===== src/rtl/vga_timing_pkg.sv =====
// rtl/vga_timing_pkg.sv - timing presets, totals and the packed pipeline tap for the video timing generator.
package vga_timing_pkg;

  localparam int VGA640_H_ACTIVE = 640;
  localparam int VGA640_H_FP     = 16;
  localparam int VGA640_H_SYNC   = 96;
  localparam int VGA640_H_BP     = 48;
  localparam int VGA640_V_ACTIVE = 480;
  localparam int VGA640_V_FP     = 10;
  localparam int VGA640_V_SYNC   = 2;
  localparam int VGA640_V_BP     = 33;

  localparam int SVGA800_H_ACTIVE = 800;
  localparam int SVGA800_H_FP     = 40;
  localparam int SVGA800_H_SYNC   = 128;
  localparam int SVGA800_H_BP     = 88;
  localparam int SVGA800_V_ACTIVE = 600;
  localparam int SVGA800_V_FP     = 1;
  localparam int SVGA800_V_SYNC   = 4;
  localparam int SVGA800_V_BP     = 23;

  function automatic int total_h(input int active, input int fp, input int sync, input int bp);
    return active + fp + sync + bp;
  endfunction

  function automatic int total_v(input int active, input int fp, input int sync, input int bp);
    return active + fp + sync + bp;
  endfunction

  // act/ls/fs/vb only ever occur in these six combinations, so three bits carry all four.
  typedef enum logic [2:0] {
    PX_HBLANK = 3'd0,
    PX_ACTIVE = 3'd1,
    PX_LINE   = 3'd2,
    PX_FRAME  = 3'd3,
    PX_VBLANK = 3'd4,
    PX_VBLINE = 3'd5
  } px_kind_e;

  typedef struct packed {
    logic     hs;
    logic     vs;
    px_kind_e kind;
  } tap_t;

  function automatic px_kind_e encode_kind(input logic act, input logic ls, input logic fs,
                                           input logic vb);
    px_kind_e k;
    k = PX_HBLANK;
    if (vb)       k = ls ? PX_VBLINE : PX_VBLANK;
    else if (fs)  k = PX_FRAME;
    else if (ls)  k = PX_LINE;
    else if (act) k = PX_ACTIVE;
    return k;
  endfunction

  function automatic logic kind_act(input px_kind_e k);
    return (k == PX_ACTIVE) || (k == PX_LINE) || (k == PX_FRAME);
  endfunction

  function automatic logic kind_ls(input px_kind_e k);
    return (k == PX_LINE) || (k == PX_FRAME) || (k == PX_VBLINE);
  endfunction

  function automatic logic kind_fs(input px_kind_e k);
    return k == PX_FRAME;
  endfunction

  function automatic logic kind_vb(input px_kind_e k);
    return (k == PX_VBLANK) || (k == PX_VBLINE);
  endfunction

endpackage


===== src/rtl/vga_delay_line.sv =====
// rtl/vga_delay_line.sv - ce-gated shift register with synchronous clear to all-zero.
module vga_delay_line #(
  parameter int WIDTH = 5,
  parameter int DEPTH = 2
) (
  input  logic             pclk,
  input  logic             reset,
  input  logic             ce,
  input  logic [WIDTH-1:0] din,
  output logic [WIDTH-1:0] dout
);

  logic [WIDTH-1:0] stage [DEPTH];

  always_ff @(posedge pclk) begin
    if (reset) begin
      for (int i = 0; i < DEPTH; i++) stage[i] <= '0;
    end else if (ce) begin
      stage[0] <= din;
      for (int i = 1; i < DEPTH; i++) stage[i] <= stage[i-1];
    end
  end

  assign dout = stage[DEPTH-1];

endmodule


===== src/rtl/vga_timing_gen.sv =====
// rtl/vga_timing_gen.sv - parametrised video timing generator with early coordinates and
// LATENCY-aligned sync, data-enable and event outputs.
module vga_timing_gen
  import vga_timing_pkg::*;
#(
  parameter int H_ACTIVE = VGA640_H_ACTIVE,
  parameter int H_FP     = VGA640_H_FP,
  parameter int H_SYNC   = VGA640_H_SYNC,
  parameter int H_BP     = VGA640_H_BP,
  parameter int V_ACTIVE = VGA640_V_ACTIVE,
  parameter int V_FP     = VGA640_V_FP,
  parameter int V_SYNC   = VGA640_V_SYNC,
  parameter int V_BP     = VGA640_V_BP,
  parameter bit HS_POL   = 1'b0,
  parameter bit VS_POL   = 1'b0,
  parameter int CW       = 11,
  parameter int LATENCY  = 2,
  parameter int FRAME_W  = 16
) (
  input  logic               pclk,
  input  logic               reset,
  input  logic               ce,
  output logic [CW-1:0]      x_early,
  output logic [CW-1:0]      y_early,
  output logic               act_early,
  output logic               hsync,
  output logic               vsync,
  output logic               de,
  output logic               line_start,
  output logic               frame_start,
  output logic               vblank,
  output logic [FRAME_W-1:0] frame_cnt
);

  localparam int H_TOTAL = total_h(H_ACTIVE, H_FP, H_SYNC, H_BP);
  localparam int V_TOTAL = total_v(V_ACTIVE, V_FP, V_SYNC, V_BP);

  localparam logic [CW-1:0] H_LAST  = CW'(H_TOTAL - 1);
  localparam logic [CW-1:0] V_LAST  = CW'(V_TOTAL - 1);
  localparam logic [CW-1:0] H_ACT   = CW'(H_ACTIVE);
  localparam logic [CW-1:0] V_ACT   = CW'(V_ACTIVE);
  localparam logic [CW-1:0] HS_BEG  = CW'(H_ACTIVE + H_FP);
  localparam logic [CW-1:0] HS_END  = CW'(H_ACTIVE + H_FP + H_SYNC);
  localparam logic [CW-1:0] VS_BEG  = CW'(V_ACTIVE + V_FP);
  localparam logic [CW-1:0] VS_END  = CW'(V_ACTIVE + V_FP + V_SYNC);
  localparam logic [CW-1:0] CNT_ONE = CW'(1);

  logic [CW-1:0] h;
  logic [CW-1:0] v;

  always_ff @(posedge pclk) begin
    if (reset) begin
      h <= '0;
      v <= '0;
    end else if (ce) begin
      if (h == H_LAST) begin
        h <= '0;
        v <= (v == V_LAST) ? '0 : v + CNT_ONE;
      end else begin
        h <= h + CNT_ONE;
      end
    end
  end

  assign x_early   = h;
  assign y_early   = v;
  assign act_early = (h < H_ACT) && (v < V_ACT);

  logic hs_raw;
  logic vs_raw;
  logic ls_raw;
  logic fs_raw;
  logic vb_raw;
  tap_t tap_in;
  tap_t tap_out;

  always_comb begin
    hs_raw      = (h >= HS_BEG) && (h < HS_END);
    vs_raw      = (v >= VS_BEG) && (v < VS_END);
    ls_raw      = (h == '0);
    fs_raw      = ls_raw && (v == '0);
    vb_raw      = (v >= V_ACT);
    tap_in.hs   = hs_raw;
    tap_in.vs   = vs_raw;
    tap_in.kind = encode_kind(act_early, ls_raw, fs_raw, vb_raw);
  end

  vga_delay_line #(
    .WIDTH ($bits(tap_t)),
    .DEPTH (LATENCY)
  ) u_delay (
    .pclk  (pclk),
    .reset (reset),
    .ce    (ce),
    .din   (tap_in),
    .dout  (tap_out)
  );

  // Reset also masks the outputs combinationally so the reset cycle itself is already quiet.
  assign hsync       = reset ? ~HS_POL : ~(tap_out.hs ^ HS_POL);
  assign vsync       = reset ? ~VS_POL : ~(tap_out.vs ^ VS_POL);
  assign de          = ~reset & kind_act(tap_out.kind);
  assign vblank      = ~reset & kind_vb(tap_out.kind);
  assign line_start  = ~reset & ce & kind_ls(tap_out.kind);
  assign frame_start = ~reset & ce & kind_fs(tap_out.kind);

  always_ff @(posedge pclk) begin
    if (reset) begin
      frame_cnt <= '0;
    end else if (frame_start) begin
      frame_cnt <= frame_cnt + FRAME_W'(1);
    end
  end

endmodule


===== config.mk =====
export PLATFORM = sky130hd
export DESIGN_NAME = vga_timing_gen
export DESIGN_NICKNAME = d
export VERILOG_FILES = /design/src/rtl/vga_timing_pkg.sv /design/src/rtl/vga_delay_line.sv /design/src/rtl/vga_timing_gen.sv
export SDC_FILE = /design/constraint.sdc
export NUM_CORES = 1
export LEC_CHECK = 0
export CAP_MARGIN = 20
export CORE_MARGIN = 4
export CORE_UTILIZATION = 40
export CTS_CLUSTER_SIZE = 10
export DETAILED_ROUTE_END_ITERATION = 10
export GPL_TIMING_DRIVEN = 0
export MAX_ROUTING_LAYER = met4
export PLACE_DENSITY_LB_ADDON = 0.05
export SYNTH_ARGS = -nofsm -noshare
export SYNTH_HDL_FRONTEND = slang
export SYNTH_SLANG_ARGS = --single-unit
export TNS_END_PERCENT = 100

===== constraint.sdc =====
create_clock -name pclk -period 2.2 [get_ports pclk]
set_input_delay 0.44 -clock pclk [delete_from_list [all_inputs] [get_ports pclk]]
set_output_delay 0.44 -clock pclk [all_outputs]
set_load 0.01 [all_outputs]

==> flow_summary.ini <==
[outcome]
status = finished with violations
violations = setup timing

[sta]
worst_pin_slew_ns = 0.903
fin_crit_sh = 1.01
worst_slack_ns = -0.0145
period_minus_slack_ns = 2.21
slew_viol_final = 0
finalHoldViolCount = 0
rsz0062_at_grt = yes
maxSlewHeadroom = 0.394
worst_clock_skew_ns = 0.00845
fmax_mhz = 452
setup_viol = 2

[worst_setup_path]
path_cells = or4_4, or4_4, or4_4, a21oi_2
critPathCaptureType = flop
crit_path_start_kind = flop
slowest_stage = or4_4
worst-setup-path-type = reg2reg
cp_data_required_time_ns = 2.44
critPathMostFrequentCell = or4_4
slowest_delay_ns = 0.59
crit_buf_inv = 0
arrival_ns = 2.46
cp_max_fo = 6
rrSetupSlack_ns = -0.01
crit_family = simple AND/OR/NAND/NOR gates

[synth]
ys_seq_area_frac = 0.444
syn_nets = 276
synth_top_area_frac = 0.318
synthCells = 267
synth.top_cells.by_area = dfxtp_1 32%, edfxtp_1 13%, nand3_1 4.2%
ys.flop_type = dfxtp_1
ys_types = 36
postSynth.asyncResetShare = 0
synth_area_um2 = 2390
synth-seq-cells = 48
syn_area_per_cell_um2 = 8.95
synth_edf_count = 10
synth_top_cell_by_area = dfxtp_1
yosysWarningCount = 0

[cells_and_area]
final_cell_mix = 39 x clkdlybuf4s50_1, 27 x dfxtp_1, 19 x nand3_1
nets = 336
syn_to_final_growth_pct = 34.3
stdcell_count = 400
final_common_cell = clkdlybuf4s50_1
layout-drive-gt1-share = 0.152
final_area_um2 = 3210
antenna_cells = 0

[clocking]
insertion_delay_ns = 0.30
clock_path_buffers = 2
ctsHtreeMaxLevel = 2
cts_sinks = 48
cts_root_buffer = clkbuf_8
numCtsBuffers = 5
clkTransAtPathRegs_ns = 0.09
cts_tree = yes

[placed_design]
gp_congestion = 0.795
dpl-instance-area_um2 = 2940
place_inst = 385
dp_hpwl_um = 3980
port_buffers = 46

[drt]
routed_wl_um = 5770
final_antenna_net_count = 0
firstDrtPassIters = 5
viasPerCell = 5.52
routedWlPerCell_um = 14.4
drc = 0
vias = 2207
dr.first_iter.drc_count = 55

[floorplan]
design.core.area_um2 = 5640
ios = 48
num_rows = 27
fp.dieW_um = 85.3
start_util = 0.424
dieArea_um2 = 7280
die_height_um = 85.3

[hold_path]
hp-class = reg2reg

[global_routing]
gr-total-overflow = 0
grtUsageTotal = 0.166
antenna_found_initial = 0
gr-usage-met3 = 0.0388
grt_pass1_vias = 2040
gr-max-usage-layer = met2
use_met1 = 0.209
grt_pass1_wl_um = 9590
use_met2 = 0.268
grt_start_max_net_pins = 15

[power]
irDropWorstVdd_mv = 0.297
powerDensity_nw_per_um2 = 537
leakagePower_uw = 0.00107

[flow_run]
cap_violations = 0
-- cells by family after synthesis --
logic type                 count (synthesis)  share of synthesized area
and+or+nand+nor                          135                      0.330
DFF                                       48                      0.444
AOI/OAI and AO/OA                         41                     0.0942
buffers and inverters                     19                     0.0335
xor gates and xnor gates                  17                     0.0623
adders and majority gates                  6                     0.0314
muxes                                      1                    0.00419
-- where the power goes --
part	internal, µW	switching [µW]
combinational	41.0	51.6
sequential	914	14.3
clock	401	303
total	1360	369
-- metal layers --
metal / vias up / share of wire
met5: - / 0
met4: 0 / 0.011
met3: 6 / 0.043
met2: 51 / 0.47
met1: 1044 / 0.47
li1: 1106 / -
-- stage by stage --
step	total power (µW)	TNS [ns]	worst slack, ns	utilization	hold slack, ns
global route	1800	-0.109	-0.0572	0.569	0.524
CTS	1740	0	0.00250	0.554	0.485
detailed placement	1040	-5.82	-0.565	0.521	0.472
global placement	1040	-5.07	-0.577	0.521	0.467
floorplan	997	0	0.0803	-	0.496
finish	1720	-0.0170	-0.0145	0.569	0.493
-- state kept, by name, indices dropped and copies added, names as in the netlist --
signal and count:
frame_cnt 16, y_early 11, u_delay.stage 10, x_early 11
-- cell type report --
class | count | area, µm²
multi-input combinational | 200 | 1290
fill | 501 | 2430
sequential | 48 | 1080
clock inverter | 1 | 30.0
tap | 72 | 90.1
timing repair buffer | 54 | 519
inverter | 7 | 26.3
buffer | 11 | 75.1
clock buffer | 7 | 96.3
-- path summary, 6_finish.rpt --
check               start            to  cells past startpoint
max           x_early[10]    y_early[9]                      4
min          frame_cnt[1]  frame_cnt[1]                      2
max reg2reg   x_early[10]    y_early[9]                      4
min reg2reg  frame_cnt[1]  frame_cnt[1]                      2
-- cell usage after synthesis (all sizes together) (5+ instances only) --
master and number:
nand2 14, nor2 15, o21ai 13, edfxtp 10
and3 5, inv 7, a21oi 19, dfxtp 38
xnor2 6, xor2 11, and2 8, or4 9
clkbuf 10, nand3 20, nand4 14, or3 8
ha 6, nor3 15, o31ai 6
-- repair_timing --
action | CTS | global route
setup endpoints to repair | 15 | 16
pin swaps | 1 | 6
gates resized for setup | 24 | 23
hold buffers | 0 | 0
buffers inserted | 3 | 5
-- tightest hold or removal path, cell delays in order, from the launching register on --
cell and delay [ns]:
dfxtp_1 0.34, nand2_1 0.06, a21oi_1 0.05
Note: power is estimated with default switching activity, not from simulation.
